File: src/rtl/agc_pkg.sv
// agc_pkg: shared mode encodings and width/saturation helpers for the AGC loop blocks
package agc_pkg;
  localparam logic [1:0] AGC_MODE_ACC  = 2'b00;
  localparam logic [1:0] AGC_MODE_HOLD = 2'b01;
  localparam logic [1:0] AGC_MODE_CLR  = 2'b10;
  localparam int SAT_MAXW = 128;
  function automatic int agc_clog2w(input int n);
    return (n <= 1) ? 1 : $clog2(n);
  endfunction
  function automatic logic [SAT_MAXW-1:0] sat_max(input int w);
    return (SAT_MAXW'(1) << (w - 1)) - SAT_MAXW'(1);
  endfunction
  function automatic logic [SAT_MAXW-1:0] sat_min(input int w);
    return -(SAT_MAXW'(1) << (w - 1));
  endfunction
endpackage

File: src/rtl/agc_sat_add.sv
// agc_sat_add: W-bit signed add evaluated at W+1 bits, clamped to the W-bit range with an overflow flag
module agc_sat_add import agc_pkg::*; #(
  parameter int W = 48
) (
  input  logic signed [W-1:0] a,
  input  logic signed [W-1:0] b,
  output logic signed [W-1:0] y,
  output logic                ovf
);
  localparam logic [SAT_MAXW-1:0] MAXF = sat_max(W);
  localparam logic [SAT_MAXW-1:0] MINF = sat_min(W);
  logic signed [W:0] s;
  assign s   = {a[W-1], a} + {b[W-1], b};
  assign ovf = s[W] ^ s[W-1];
  assign y   = ovf ? (s[W] ? MINF[W-1:0] : MAXF[W-1:0]) : s[W-1:0];
endmodule

File: src/rtl/agc_error_mc.sv
// agc_error_mc: multi-channel AGC loop error integrator, acc[ch] += coeff*(r_level-data) with saturation
module agc_error_mc import agc_pkg::*; #(
  parameter int AWIDTH   = 27,
  parameter int DWIDTH   = 8,
  parameter int BWIDTH   = 13,
  parameter int OUTWIDTH = 48,
  parameter int NUM_CH   = 4,
  localparam int CHW     = agc_clog2w(NUM_CH)
) (
  input  logic                       clk,
  input  logic                       rst,
  input  logic                       valid_in,
  input  logic [CHW-1:0]             ch_in,
  input  logic signed [AWIDTH-1:0]   data_in,
  input  logic [DWIDTH-1:0]          r_level,
  input  logic [BWIDTH-1:0]          coeff,
  input  logic [1:0]                 mode,
  input  logic                       clear_all,
  output logic                       valid_out,
  output logic [CHW-1:0]             ch_out,
  output logic signed [OUTWIDTH-1:0] error_out,
  output logic                       sat_flag
);
  logic                       v1, v2, v3;
  logic [CHW-1:0]             ch1, ch2, ch3;
  logic [1:0]                 m1, m2, m3;
  logic signed [AWIDTH-1:0]   d1;
  logic [DWIDTH-1:0]          r1;
  logic [BWIDTH-1:0]          c1, c2;
  logic signed [AWIDTH+1:0]   diff;
  logic signed [OUTWIDTH-1:0] prod;
  logic signed [OUTWIDTH-1:0] acc [NUM_CH];
  logic signed [OUTWIDTH-1:0] cur, sum;
  logic                       ovf;
  assign cur = acc[ch3];
  agc_sat_add #(.W(OUTWIDTH)) u_sat (.a(cur), .b(prod), .y(sum), .ovf(ovf));
  // S1..S3: capture, form the level error, scale by the loop coefficient
  always_ff @(posedge clk or posedge rst) begin
    if (rst) begin
      {v1, v2, v3} <= '0;
      {ch1, ch2, ch3, m1, m2, m3} <= '0;
      {d1, r1, c1, c2, diff, prod} <= '0;
    end else begin
      v1   <= valid_in && ({1'b0, ch_in} < (CHW+1)'(NUM_CH));
      ch1  <= ch_in;
      m1   <= mode;
      d1   <= data_in;
      r1   <= r_level;
      c1   <= coeff;
      v2   <= v1;
      ch2  <= ch1;
      m2   <= m1;
      c2   <= c1;
      diff <= (AWIDTH+2)'($signed({1'b0, r1})) - (AWIDTH+2)'(d1);
      v3   <= v2;
      ch3  <= ch2;
      m3   <= m2;
      prod <= OUTWIDTH'($signed({1'b0, c2})) * OUTWIDTH'(diff);
    end
  end
  // S4: update the channel integrator and register the result; clear_all overrides everything
  always_ff @(posedge clk or posedge rst) begin
    if (rst) begin
      for (int i = 0; i < NUM_CH; i++) acc[i] <= '0;
      valid_out <= 1'b0;
      ch_out    <= '0;
      error_out <= '0;
      sat_flag  <= 1'b0;
    end else begin
      if (clear_all)
        for (int i = 0; i < NUM_CH; i++) acc[i] <= '0;
      else if (v3 && m3 == AGC_MODE_ACC)
        acc[ch3] <= sum;
      else if (v3 && m3 == AGC_MODE_CLR)
        acc[ch3] <= '0;
      valid_out <= v3;
      if (v3) begin
        ch_out    <= ch3;
        error_out <= clear_all ? '0 : m3 == AGC_MODE_ACC ? sum : m3 == AGC_MODE_CLR ? '0 : cur;
        sat_flag  <= !clear_all && m3 == AGC_MODE_ACC && ovf;
      end
    end
  end
endmodule

File: config.mk
export PLATFORM = sky130hd
export DESIGN_NAME = agc_error_mc
export DESIGN_NICKNAME = d
export VERILOG_FILES = /design/src/rtl/agc_pkg.sv /design/src/rtl/agc_sat_add.sv /design/src/rtl/agc_error_mc.sv
export SDC_FILE = /design/constraint.sdc
export NUM_CORES = 2
export LEC_CHECK = 0
export BUFFER_PORTS_ARGS = -buffer_cell sky130_fd_sc_hd__clkbuf_2
export CORE_MARGIN = 4
export CORE_UTILIZATION = 55
export DETAILED_ROUTE_END_ITERATION = 6
export HOLD_SLACK_MARGIN = 0.02
export PLACE_DENSITY = 0.75
export SETUP_SLACK_MARGIN = 0.3
export SKIP_LAST_GASP = 1
export SYNTH_ARGS = -nofsm -noshare
export SYNTH_HDL_FRONTEND = slang
export SYNTH_HIERARCHICAL = 1
export SYNTH_SLANG_ARGS = --single-unit
File: constraint.sdc
create_clock -name clk -period 13.8 [get_ports clk]
set_input_delay 2.76 -clock clk [delete_from_list [all_inputs] [get_ports clk]]
set_output_delay 2.76 -clock clk [all_outputs]
set_load 0.03 [all_outputs]
## Yosys cells after proc, flatten, opt, wreduce, memory -nomap -nowiden

Cells that the tools add are included.

- Logic and storage cells: 55
- Output and inout port bits: 52
- Flip-flop bits (word level): 390

- Equality and inequality tests: 1
- Muxes and demuxes: 14
- Add/subtract/negate cells: 2
- Bitwise operators: 4
- $mul: 1
- Reduce and logical (&&, ||, !) cells: 8
- $lt $le $gt $ge: 2

Operators with widths:

| cell | number |
|---|---|
| 192-bit two-way mux | 3 |
| 48-bit two-way mux | 8 |
| 192-bit bitwise AND | 1 |
| 192-bit bitwise mux | 1 |
| 192-bit inverter | 1 |
| 48-bit binary-select mux with 2-bit select | 1 |
| 48-bit demux with 2-bit select | 1 |
| 48-bit by 42-bit adder with 49-bit output | 1 |
| 14-bit by 28-bit multiplier with 42-bit output | 1 |
| 9-bit by 27-bit subtractor with 28-bit output | 1 |
| 1-bit logical AND | 5 |
| 3-bit >= comparator, second input constant | 1 |
| 3-bit by 1-bit < comparator with 1-bit output, second input constant | 1 |
| 2-bit inverter with 3-bit output | 1 |
| 3-bit nonzero test | 1 |
| 2-bit == test, second input constant | 1 |
| 2-bit logical NOT | 1 |
| 1-bit logical NOT | 1 |
| 1-bit bitwise XOR | 1 |

## Depth between registers and ports, before layout

- Depth after elaboration: 10
- Gate-level depth with buffers: 25
- Mapped depth without buffers: 23

## Cells and area by module

The synthesis kept the hierarchy.

By module, submodules not included:

| module | instances | cells an instance | area an instance (sq um) | seq. area each (sq um) |
|---|---|---|---|---|
| agc_error_mc | 1 | 2423 | 27636.5 | 9759.4 |
| agc_sat_add | 1 | 481 | 3305.7 | 0.0 |

## Worst setup path before layout

OpenSTA, ideal clock, no wires.

- Kind: reg-to-reg
- Start point: reg c2[3]
- End point: reg prod[26]
- Arrival: 6.220 ns
- Period minus slack after synthesis: 6.288 ns
- Path slack: 7.512 ns
- Stages on the path, launching flop included: 25
- Data required time: 13.731 ns
- Path through: dfrtp_1 > clkbuf_1 > and2_1 > fa_1 > inv_1 > fa_1 > inv_1 > fa_1 > inv_1 > fa_1 > inv_1 > fa_1 > inv_1 > fa_1 > inv_1 > ha_1 > a21o_1 > a21o_1 > a21o_1 > a211o_1 > and3_4 > or2_4 > a31o_1 > or4_1 > nand3_1

- Word-level cells in the longest chain between the ends: 1

Ends and longest elaborated chain:

| what | RTL line | source |
|---|---|---|
| start: declaration | agc_error_mc.sv:29 | `logic [BWIDTH-1:0] c1, c2;` |
| start signal: assignment | agc_error_mc.sv:42 | `{d1, r1, c1, c2, diff, prod} <= '0;` |
| start signal: assignment | agc_error_mc.sv:53 | `c2 <= c1;` |
| 14-bit by 28-bit multiplier with 42-bit output | agc_error_mc.sv:58 | `prod <= OUTWIDTH'($signed({1'b0, c2})) * OUTWIDTH'(diff);` |
| end signal: assignment | agc_error_mc.sv:58 |  |
| end: declaration | agc_error_mc.sv:31 | `logic signed [OUTWIDTH-1:0] prod;` |

Every way passes these cells.
A chain may end at the register's enable or synchronous reset.

## Final worst setup path

- Start point: reg c2[2]
- End point: reg prod[40]

Same word-level chain as after synthesis.

==> qor.yml <==
cts_resized: 0
insertion_delay_ns: 0.60
clkTransAtPathRegs_ns: 0.06
cts_tree: "done"
die_h_um: 245
max-slew-margin-rel_pct: 26.2
start_util_pct: 55.8
reg2reg_from: "c2[2]$_DFF_PP0_"
min_from: "c1[11]$_DFF_PP0_"
yosysMostFrequentCell: "inv_1"
critPathMaxStageDelay_ns: 0.63
rrSetupSlack_ns: 6.77
grt_usage_pct: 25.8
clock_path_buffers: 3
post-cts-setup-buffers: 0
worstHoldEndpoint: "c2[11]$_DFF_PP0_"
clock.fmax_mhz: 142
dieArea_um2: 60100
hold_depth: 0
synth_commonest_cells: "424 x inv_1, 390 x dfrtp_1, 336 x fa_1"
period_needed_ns: 7.03
ff2ff_path_depth: 23
antenna_found_initial: 0
io_pins: 108
grt_pass1_vias: 23200
setup_violations: 0
yosysSeqAreaShare_pct: 31.5
ys_ff_latch: 390
via_per_inst: 6.04
cts_buffers: 42
grt_pass1_wl_um: 125000
die_w_um: 245
ys_warn_count: 6
critPathLaunchType: "flip-flop"
htreeDepth: 2
drt_iter0_markers: 2022
grt_util_met1_pct: 35.7
nets: 3445
drt_wl_total_um: 76500
hold_path.class: "flip-flop to flip-flop"
remaining_drc_errors: 0
syn_area_per_cell_um2: 10.7
ys_async_sr_fraction_pct: 100
hold_buffers: 0
finalHoldViolations: 0
postRouteAntennaNets: 0
path_cells: "and2_1, fa_1, inv_1, fa_1, inv_1, fa_1, inv_1, fa_1, inv_1, fa_1, inv_1, fa_1, inv_1, ha_1, a21o_1, a21o_1, a21o_1, a211o_1, and3_4, a2111oi_2, nor3_1, a41oi_1, xnor2_1"
drv_slew: 0
core_um2: 55400
fin_tns_setup_ns: 0
synth_top_area_share_pct: 31.5
skew_ns: 0.0430
met2_usage_pct: 43.1
routabilityCongestion: 0.895
endpoint_kind: "flip-flop"
synthFlopType: "dfrtp_1"
grt_overflow: 0
worst_slew_pin_slew_ns: 1.11
outcome: "completed"
fin_crit_sh_pct: 51.0
rsz0062_at_grt: "no"
synth_area_leader_cell: "dfrtp_1"
cp.arrival_ns: 7.51
root_buffer: "clkbuf_16"
worstPathRequired_ns: 14.28
post-dp-hpwl_um: 54200
numPortBuffers: 107
yosysUniqueCellTypes: 75
routedWlPerCell_um: 20.8
crit_slowest_cell: "dfrtp_1"
syn2layout_area_growth_pct: 7.82
timing.max_cap.violations: 0
syn_area_um2: 30900
cp_max_fo: 28
use_met3_pct: 4.02
dr.pass1.iters: 5
num_vias: 22200
drive_gt1_share_pct: 10.5
synth_nets: 3450
regToRegEndpoint: "prod[40]$_DFF_PP0_"
busiest_layer: "met2"
clock_sinks: 390
diodes: 0
netlist_instances: 2904
setup.worst_path.class: "flip-flop to flip-flop"
yosys-top-cells-area: "dfrtp_1 32%, fa_1 22%, ha_1 6.2%"
rows: 86
grt_start_max_net_pins: 242
synth_edf_count: 0
==> logic make-up after synthesis <==
kind of cell,after synthesis,share of synthesized area [%]
flops,390,31.5
simple gates,674,10.9
fa+ha+maj,492,28.0
mux,50,3.57
compound gates,586,15.2
buf+inv,600,7.50
xor+xnor,112,3.23
==> cells in the final DEF, fill, tap and decap left out, types with 18 or more instances in the layout <==
cell type,netlist,final
mux4_2,48,48
nor3_1,22,18
a32o_1,192,192
nor2b_1,59,59
nor2_1,65,64
a21o_1,37,37
and2_1,184,184
a221o_1,49,49
inv_1,424,423
nand3_1,20,20
dfrtp_1,390,387
xor2_1,38,38
nand2_1,262,262
o21ai_0,56,56
clkbuf_16,0,42
o21ai_2,30,30
xnor2_1,73,73
clkbuf_2,0,107
ha_1,154,154
fa_1,336,336
a21oi_1,107,107
==> critical path: cells and delay by family, from the launching register on <==
family                     cells  cell delay [ns]
buffers and inverters          6             0.30
and+or+nand+nor                3             0.75
xor gates and xnor gates       1             0.14
adders and majority gates      7             3.33
AOI/OAI and AO/OA              6             1.76
DFF                            1             0.63
==> per-stage QoR <==
| stage | util (%) | setup slack [ns] | instances | hold WS [ns] | instance area, um2 |
|---|---|---|---|---|---|
| after floorplan | - | 5.79 | 2904 | 0.331 | 30900 |
| after global placement | 57.7 | 6.91 | 3603 | 0.333 | 32000 |
| after detailed placement | 57.7 | 6.85 | 3603 | 0.335 | 32000 |
| after CTS | 60.2 | 6.81 | 3679 | 0.348 | 33400 |
| after global routing | 60.2 | 6.31 | 3679 | 0.359 | 33400 |
| final | 60.2 | 6.77 | 3679 | 0.345 | 33400 |
==> per-layer routing <==
metal | vias to the layer above | wire [um] | part of all wire, %
li1 | 9800 | - | -
met1 | 11400 | 31600 | 41
met2 | 895 | 37300 | 49
met3 | 116 | 5990 | 7.8
met4 | 0 | 1610 | 2.1
met5 | - | 0 | 0
==> how the worst max path moves through the flow <==
stage	start	endpoint	slack, ns	cells after the start
2_1_floorplan	rst	acc[0]$_DFFE_PP0P_	5.79	1
3_3_place_gp	c2[2]$_DFF_PP0_	prod[40]$_DFF_PP0_	6.91	23
5_1_grt	c2[5]$_DFF_PP0_	prod[40]$_DFF_PP0_	6.31	20
6_report	c2[2]$_DFF_PP0_	prod[40]$_DFF_PP0_	6.77	23
4_1_cts	c2[2]$_DFF_PP0_	prod[40]$_DFF_PP0_	6.81	23
3_5_place_dp	c2[2]$_DFF_PP0_	prod[40]$_DFF_PP0_	6.85	23
==> flip-flops by register name (all words and copies together), names as in the netlist <==
name	cells
valid_out	1
d1	27
ch3	2
ch2	2
m1	2
m3	2
ch_out	2
prod	42
m2	2
r1	8
acc	192
c2	13
diff	28
error_out	48
v1	1
sat_flag	1
v2	1
ch1	2
v3	1
c1	13
==> area by class of cell <==
cell class	instances	area, um2
clock buffers	55	1130
clock inverters	21	259
fillers	4448	22100
inverters	424	1600
multi-input cells	1914	19000
flip-flops and latches	390	9770
well taps	748	936
repair buffers	127	723
Power is left out: the tool's default activity adds up to more than one toggle a clock period on the data nets, which glitch-free logic cannot reach.
